--- src/rtl/perf_monitor.sv ---
// perf_monitor: per-class retire counters plus a RUN cycle counter, stopping
// on a cycle budget or on a jump-to-self loop, with a 1-cycle read port.
module perf_monitor #(
   parameter int CNT_W       = 32,
   parameter int CYCLE_LIMIT = 70,
   parameter int LOOP_LIMIT  = 4
) (
   input  logic             clk,
   input  logic             rst,
   input  logic             clr,
   input  logic             ret_valid,
   input  logic [31:0]      ret_pc,
   input  logic [31:0]      ret_instr,
   input  logic             rd_req,
   input  logic [3:0]       rd_addr,
   output logic [CNT_W-1:0] rd_data,
   output logic             rd_valid,
   output logic [CNT_W-1:0] cycle_cnt,
   output logic             done,
   output logic [1:0]       done_cause,
   output logic             overflow
);

   typedef enum logic [1:0] {ST_IDLE, ST_RUN, ST_DONE} state_t;

   // Slots 0-14 are instruction classes, slot 15 is the cycle counter, so the
   // read address indexes the array directly.
   localparam int CYC_IDX = 15;

   state_t                 state, state_nxt;
   logic [15:0][CNT_W-1:0] cnt;
   logic [15:0]            inc, at_max;
   logic [3:0]             cls;
   logic [5:0]             opcode, funct;
   logic [31:0]            prev_pc, loop_cnt, loop_nxt;
   logic                   prev_vld, same_pc, retire, cyc_hit, loop_hit;
   logic                   unused_bits;

   assign opcode      = ret_instr[31:26];
   assign funct       = ret_instr[5:0];
   assign unused_bits = ^ret_instr[25:6];

   // Decode the retiring instruction into its class index
   always_comb begin
      cls = 4'd14;
      if (opcode == 6'd0) begin
         case (funct)
            6'd32:   cls = 4'd0;
            6'd34:   cls = 4'd1;
            6'd36:   cls = 4'd2;
            6'd37:   cls = 4'd3;
            6'd25:   cls = 4'd4;
            6'd18:   cls = 4'd5;
            6'd16:   cls = 4'd6;
            6'd0:    cls = 4'd7;
            default: cls = 4'd14;
         endcase
      end else begin
         case (opcode)
            6'd35:   cls = 4'd8;
            6'd43:   cls = 4'd9;
            6'd4:    cls = 4'd10;
            6'd2:    cls = 4'd11;
            6'd3:    cls = 4'd12;
            6'd9:    cls = 4'd13;
            default: cls = 4'd14;
         endcase
      end
   end

   // A retire is accepted in IDLE (it starts the run) and RUN, never in DONE.
   // The loop counter only means something once a previous PC exists.
   assign retire    = ret_valid && (state != ST_DONE);
   assign same_pc   = prev_vld && (ret_pc == prev_pc);
   assign loop_nxt  = same_pc ? loop_cnt + 32'd1 : 32'd0;
   // Compare at 64 bits so a narrow counter never aliases the limit.
   assign cyc_hit   = (state == ST_RUN) && (64'(cycle_cnt) == 64'(CYCLE_LIMIT - 1));
   assign loop_hit  = (state == ST_RUN) && ret_valid && (loop_nxt == 32'(LOOP_LIMIT - 1));
   assign cycle_cnt = cnt[CYC_IDX];
   assign done      = (state == ST_DONE);

   // Per-counter increment requests and saturation detect
   always_comb begin
      inc    = '0;
      at_max = '0;
      for (int i = 0; i < 15; i++) inc[i] = retire && (cls == 4'(i));
      inc[CYC_IDX] = (state == ST_RUN);
      for (int i = 0; i < 16; i++) at_max[i] = &cnt[i];
   end

   // Next-state logic; clr always returns to IDLE
   always_comb begin
      state_nxt = state;
      case (state)
         ST_IDLE: if (ret_valid) state_nxt = ST_RUN;
         ST_RUN:  if (cyc_hit || loop_hit) state_nxt = ST_DONE;
         default: state_nxt = state;
      endcase
      if (clr) state_nxt = ST_IDLE;
   end

   // State register
   always_ff @(posedge clk) begin
      if (!rst) state <= ST_IDLE;
      else      state <= state_nxt;
   end

   // Counters, flags, loop tracking and read port; clr restores the reset state
   always_ff @(posedge clk) begin
      if (!rst || clr) begin
         cnt        <= '0;
         overflow   <= 1'b0;
         done_cause <= 2'b00;
         prev_pc    <= '0;
         prev_vld   <= 1'b0;
         loop_cnt   <= '0;
         rd_valid   <= 1'b0;
         rd_data    <= '0;
      end else begin
         for (int i = 0; i < 16; i++)
            if (inc[i] && !at_max[i]) cnt[i] <= cnt[i] + CNT_W'(1);
         if (|(inc & at_max)) overflow <= 1'b1;
         // Cycle limit wins when both stop conditions land together
         if (state == ST_RUN && state_nxt == ST_DONE)
            done_cause <= cyc_hit ? 2'b01 : 2'b10;
         if (retire) begin
            prev_pc  <= ret_pc;
            prev_vld <= 1'b1;
            loop_cnt <= loop_nxt;
         end
         rd_valid <= rd_req;
         if (rd_req) rd_data <= cnt[rd_addr];
      end
   end

endmodule

--- config.mk ---
export PLATFORM = sky130hd
export DESIGN_NAME = perf_monitor
export DESIGN_NICKNAME = d
export VERILOG_FILES = /design/src/rtl/perf_monitor.sv
export SDC_FILE = /design/constraint.sdc
export NUM_CORES = 2
export LEC_CHECK = 0
export BUFFER_PORTS_ARGS = -buffer_cell sky130_fd_sc_hd__buf_2
export CAP_MARGIN = 10
export CORE_ASPECT_RATIO = 0.75
export CORE_MARGIN = 3
export CORE_UTILIZATION = 50
export CTS_CLUSTER_DIAMETER = 50
export CTS_CLUSTER_SIZE = 10
export DETAILED_ROUTE_END_ITERATION = 8
export PLACE_DENSITY = 0.67
export SLEW_MARGIN = 10
export SYNTH_ARGS = -nofsm -noshare
export SYNTH_HDL_FRONTEND = slang
export SYNTH_SLANG_ARGS = --single-unit
--- constraint.sdc ---
create_clock -name clk -period 2.91 [get_ports clk]
set_input_delay 0.291 -clock clk [delete_from_list [all_inputs] [get_ports clk]]
set_output_delay 0.291 -clock clk [all_outputs]
set_load 0.05 [all_outputs]
* Word-level counts from Yosys, hierarchy flattened
Index checks and enable logic that the tools add are counted.
** Word-level totals
- Output and inout bits :: 69
- Word-level logic and storage cells :: 165
- Input bits :: 73
- Bits in registers :: 615
** Operators by class
- $lt $le $gt $ge :: 1
- Equality and inequality tests :: 34
- Bitwise operators :: 1
- Muxes and demuxes :: 11
- $add $sub $neg :: 17
- Reduce and logical (&&, ||, !) cells :: 77
** Operators by type and width (count)
- 32-bit by 1-bit adder with 32-bit output, second input constant :: 17
- 32-bit AND reduction :: 16
- 32-bit binary-select mux with 4-bit select :: 1
- 32-bit 2-to-1 mux :: 2
- 1-bit logical AND :: 37
- 6-bit == test, second input constant :: 6
- 32-bit by 2-bit == test with 1-bit output, second input constant :: 1
- 32-bit == test :: 1
- 32-bit by 7-bit == test with 1-bit output, second input constant :: 1
- 4-bit case mux with 8 select lines :: 1
- 4-bit == test, second input constant :: 7
- 6-bit by 5-bit == test with 1-bit output, second input constant :: 3
- 3-bit case mux with 6 select lines :: 1
- 1-bit zero test :: 17
- 16-bit bitwise AND :: 1
- 4-bit by 3-bit == test with 1-bit output, second input constant :: 4
- 16-bit OR reduction :: 1
- 6-bit by 2-bit == test with 1-bit output, second input constant :: 2
- 6-bit zero test :: 2
- 4-bit by 2-bit == test with 1-bit output, second input constant :: 2
- 2-bit 2-to-1 mux :: 4
- 6-bit by 3-bit == test with 1-bit output, second input constant :: 1
- 6-bit by 4-bit == test with 1-bit output, second input constant :: 1
- 4-bit by 5-bit less-than comparator with 1-bit output, second input constant :: 1
- 9 further kinds :: 11

* Logic depth before layout (Yosys ltp)
- Depth in word-level cells :: 11
- Mapped depth :: 12
- Gate-level depth less buffers :: 8

* Worst setup path before layout
OpenSTA, ideal clock, no wires.
- Path type :: flip-flop to flip-flop
- From :: register loop_cnt[0]
- To :: register done_cause[0]
- Required time :: 2.783 ns
- Clock period less this slack :: 2.682 ns
- Cell stages (with the launch flop) :: 10
- Setup time :: 0.127 ns
- Slack :: 0.228 ns
- Buffers on the path :: 1
- Arrival time :: 2.555 ns
- Cell sequence :: dfxtp_1 ha_1 clkbuf_1 nand3_1 or4_1 a2bb2o_1 a2111oi_0 nand4_1 nor4b_1 o21ai_0
** Between the ends
- Cells in the longest elaborated chain, start to end :: 10
** Ends and longest elaborated chain
- from (decl) :: line 35 : logic [31:0] prev_pc, loop_cnt, loop_nxt;
- from (signal assigned) :: line 129 : loop_cnt <= loop_nxt;
- 32-bit by 1-bit adder with 32-bit output :: line 75 : assign loop_nxt = same_pc ? loop_cnt + 32'd1 : 32'd0;
- 32-bit 2-to-1 mux :: line 75
- 32-bit by 2-bit == test with 1-bit output :: line 78 : assign loop_hit = (state == ST_RUN) && ret_valid && (loop_nxt == 32'(LOOP_LIMIT - 1));
- 1-bit logical AND :: line 78
- 1-bit logical OR :: line 96 : ST_RUN: if (cyc_hit || loop_hit) state_nxt = ST_DONE;
- 2-bit 2-to-1 mux :: line 96
- 2-bit case mux with 2 select lines :: line 94 : case (state)
- 2-bit 2-to-1 mux :: line 99 : if (clr) state_nxt = ST_IDLE;
- 2-bit == test :: line 124 : if (state == ST_RUN && state_nxt == ST_DONE)
- 1-bit logical AND :: line 124
- to (signal assigned) :: line 125 : done_cause <= cyc_hit ? 2'b01 : 2'b10;
- to (decl) :: line 20 : output logic [1:0] done_cause,
Every way passes these cells.
A chain may end at the register's enable or synchronous reset.

* Worst setup path after layout
- From :: register loop_cnt[9]
- To :: register done_cause[0]
Same word-level chain as after synthesis.

==> summary by stage <==
Global routing
The overall routing resource usage is 0.317. The number of global-route vias before repair came to 29000. The total overflow left after global routing is 0.

The first global-routing pass estimated 179000 um of wire. The maximum number of pins on one net before global-route repair is 83. The number of antenna violations at the first check in global routing is 10.

Timing
Headroom to the max-slew limit came out at 0.377. The number of hold violations in the final report came to 0. On the final layout, the worst clock skew is 28.6 ps.

The max-slew violation count is 0. For the final routed database, the setup TNS stands at 0 ps. Setup slack closes at 87.8 ps.

Of the available clock period, the critical path in the final layout requires 0.970. The final period demand of the worst path is 2820 ps. Based on the critical path, the design can be clocked at up to 354 MHz. The transition at the pin with the smallest max-transition slack is 935 ps.

On the final layout, the worst hold slack is 98.9 ps. Setup violations remaining at the end of the flow were counted as 0.

Worst setup path
The critical path contains buffers and inverters numbering 0 combined. The worst register-to-register path has a setup slack of 90 ps. At the worst endpoint, the arrival time is 3320 ps. Counting buffers and inverters, the worst setup path is 7 cells deep. The startpoint identified for the worst register-to-register timing path is loop_cnt[9]. The critical path starts at loop_cnt[9]. The critical path is of the reg2reg type. The cell that appears most often on the critical path is or4_1.

The peak fanout along the critical path is 4. The highest cell delay on the worst timing path is 580 ps. The number of cells traversed by the worst register-to-register path is 7. The critical path's slowest cell is or4_1. The worst setup path is launched from a register. For the worst setup path, the data required time is 3410 ps. The endpoint of the most critical setup path is done_cause[0]. Traced cell by cell, the critical path runs through nand4_1 -> or4_1 -> xnor2_1 -> or4_1 -> a2111o_1 -> nor4b_2 -> o21ai_0. In this run the critical register-to-register path is captured at done_cause[0]. The worst setup path is captured at a register. The critical path's top delay family is simple AND/OR/NAND/NOR gates.

Synthesis
The post-synthesis cell area is 34800 sq um. The post-synthesis net count is 4154. In the synthesized netlist, the number of instances is 4063.

Of the total synthesized cell area, the portion taken by AND, OR, NAND and NOR gates is 0.286. The complex-gate fraction of the synthesized area came to 0.111. The register area share after synthesis is 0.354.

After synthesis, the largest family of logic cells by area is simple AND/OR/NAND/NOR gates. The fraction of synthesized area in multiplexers is 0.120. The mean post-synth cell area is 8.55 sq um. The most common flop cell mapped by yosys is dfxtp_1. In this run, synthesis inferred 0 flip-flops with an integrated enable. The async set-reset flop share out of synthesis is 0. Counting distinct cell types in the post-synthesis netlist gives 84. The Yosys warning count is 0. The xor and xnor area share after synthesis is 0.0766. The synthesized flop and latch total is 615. The post-synthesis adder-cell area fraction is 0.00648.

Finish
The library cells used most frequently in the layout, excluding fill and tap cells, are dfxtp_1 (614), nor2_1 (405), nand2_1 (353). In the final layout, flip-flops and latches occupy 12300 sq um. The library cell used most frequently in the layout, excluding fill and tap cells, is dfxtp_1. The area growth from synthesis to layout is 15.6%.

After routing the design area is 40200 sq um. At the end of the flow, the number of nets in the layout was 4385. Counting the fill cells in the layout gives 6129. The multi-input combinational cells in the finished layout cover a total of 21000 sq um. In the final layout, the share of cells above drive strength 1 is 0.167.

Route
The total routed wirelength is 117000 um. In this run, the number of DRC markers left after iteration 0 of detailed routing was 4972. The detail route stage leaves a number of antenna-violating nets equal to 0. The number of detailed-routing iterations run before antenna repair is 8. After detailed routing, the number of vias per cell comes to 6.40.

In the final routed layout, each cell accounts on average for 22.4 um. The total DRC errors in the routed layout is 0. Detailed routing inserted a total of 33600 vias.

Clocking
For this design, the sink count on the clock tree is 615. CTS placed an instance of clkbuf_16 at the clock tree root. The insertion delay of the later-clocked pin in the worst-skew pair is 640 ps. TritonCTS created 74 clock buffers. The clock tree synthesis step divided the H-tree into 3 levels. The clock-pin transition on the worst setup and hold timing paths is 60 ps.

The CTS tree is done. The longest clock path from root to sink contains 3 buffers.

Floorplanning
The die covers 72700 sq um. The die span in y is 234 um. The chip width is 310 um. The region available for standard cell placement spans 68600 sq um. The top-level I/O count is 142. The starting utilization of the core area is 0.506. The number of rows created at floorplan is 83.

Job
Across the run, the number of max-cap violations was 0.

Power and ir drop
The internal power of the cells totals 13.6 mW. The sequential share of power is 0.478. For this design the total switching power over the nets is 4.13 mW. The maximum vdd drop is 0.407 mV. The power after layout is 17.7 mW. Of the total power, the share spent switching nets is 0.233. The power per unit of standard cell area is 440 nW/um^2.

The leakage power is 12.9 nW. The share of total power in the clock network is 0.475. The combinational cell fraction of total power is 0.047.

Place
Port buffering added 121 buffers. The final weighted congestion of routability-driven global placement is 0.952. The worst setup timing slack at the placement stage is -37.2 ps. Summing all placed instances gives a cell area of 37800 sq um. The wire-length estimate of the detail-placed layout is 87600 um.

Status
The run finished with clean final reports.

Worst hold path
The path category of the worst min-delay check is in2reg.
==> cell type report <==
type	instances	area share
multi-input combinational	3071	0.522
sequential	615	0.306
timing repair buffer	445	0.0831
clock buffer	82	0.0478
tap	935	0.0291
inverter	87	0.00813
clock inverter	10	0.00305
antenna	2	0.000125
==> worst min path at each step <==
stage | startpoint | endpoint | slack, ps | cells after the start
global placement | done_cause[1] | done_cause[1] | 440 | 2
CTS | clr | cnt[234] | 70 | 4
floorplan | ret_pc[0] | prev_pc[0] | 430 | 2
detailed placement | done_cause[0] | done_cause[0] | 450 | 2
global route | clr | cnt[234] | 110 | 4
finish | clr | cnt[234] | 100 | 4
==> registers in the layout, summed over array words and instances, names as in the netlist <==
register	count
cnt	480
rd_data	32
state	2
rd_valid	1
loop_cnt	32
prev_vld	1
prev_pc	32
overflow	1
cycle_cnt	32
done_cause	2
==> power by group through the flow <==
| stage | registers (mW) | clock network, mW | logic [mW] |
|---|---|---|---|
| global route | 8.45 | 8.82 | 0.890 |
| CTS | 8.45 | 8.49 | 0.823 |
| global placement | 8.64 | 0 | 0.781 |
| finish | 8.45 | 8.40 | 0.833 |
| detailed placement | 8.64 | 0 | 0.788 |
| floorplan | 8.64 | 0 | 0.492 |
==> layer usage <==
layer | GRT usage | wire, um | vias up
met3 | 0.0702 | 15000 | 215
li1 | - | - | 15400
met2 | 0.435 | 47300 | 1811
met1 | 0.494 | 51900 | 16100
met5 | 0 | 72 | -
met4 | 0.0843 | 3150 | 10
==> cells in the mapped netlist, types with 6 or more instances <==
cell         n  area (sq um)
nor3b_1      7          52.6
nand2b_1    25           156
nor2b_1     12          75.1
clkbuf_1   217           815
nor3_1     108           541
and3_1      54           338
nor4_1     158           988
or2_2       16           100
o211ai_1    12          90.1
mux4_2     160          3600
buf_1       16          60.1
nor2_1     405          1520
a21oi_1    285          1430
nand4_1    154           963
nand3_1    205          1030
xor2_1      84           736
o2111ai_1    7          61.3
a21o_1       8          60.1
xnor2_1    220          1930
a31oi_1     23           144
a41o_1      12           120
dfxtp_1    615         12300
mux2i_1     55           551
ha_1        18           225
or3_1      140           876
and2_1      34           213
o21bai_1     6          45.0
buf_4       35           263
o31ai_1     71           533
or4_1       92           691
nand3b_1    19           143
nor4b_1     15           131
and4_1      56           490
a31o_2      10          87.6
nand2_1    354          1330
o21a_1       7          52.6
o21ai_0    160           801
inv_1       87           327
buf_2       17          85.1
==> worst register-to-register path, cell delays in order, from the launching register on <==
cell,delay [ps]
dfxtp_1,380
nand4_1,160
or4_1,580
xnor2_1,170
or4_1,540
a2111o_1,430
nor4b_2,330
o21ai_0,130
==> cell families (layout without fill, tap and decap cells) <==
group,count (synthesis),in the layout
adder cells (fa/ha/maj),18,18
AND/OR/NAND/NOR,1885,1885
buffers and inverters,377,624
XOR/XNOR,304,304
multiplexers,216,216
AO/OA/AOI/OAI,648,648
flip-flops,615,615
other,0,2
==> repair_timing <==
action / 4_1_cts / 5_1_grt
buffers inserted: 0 / 0
endpoints found under the setup margin: 1 / 12
hold endpoints to repair: 32 / 0
gates resized for setup: 1 / 7
gates cloned: 0 / 0
hold buffers: 32 / 0
==> per-stage QoR <==
step / utilization / std cells
after floorplan: - / 4063
after global placement: 0.550 / 5121
after detailed placement: 0.550 / 5121
after CTS: 0.585 / 5245
after global routing: 0.585 / 5245
final: 0.586 / 5247
Note: power is estimated with default switching activity, not from simulation.
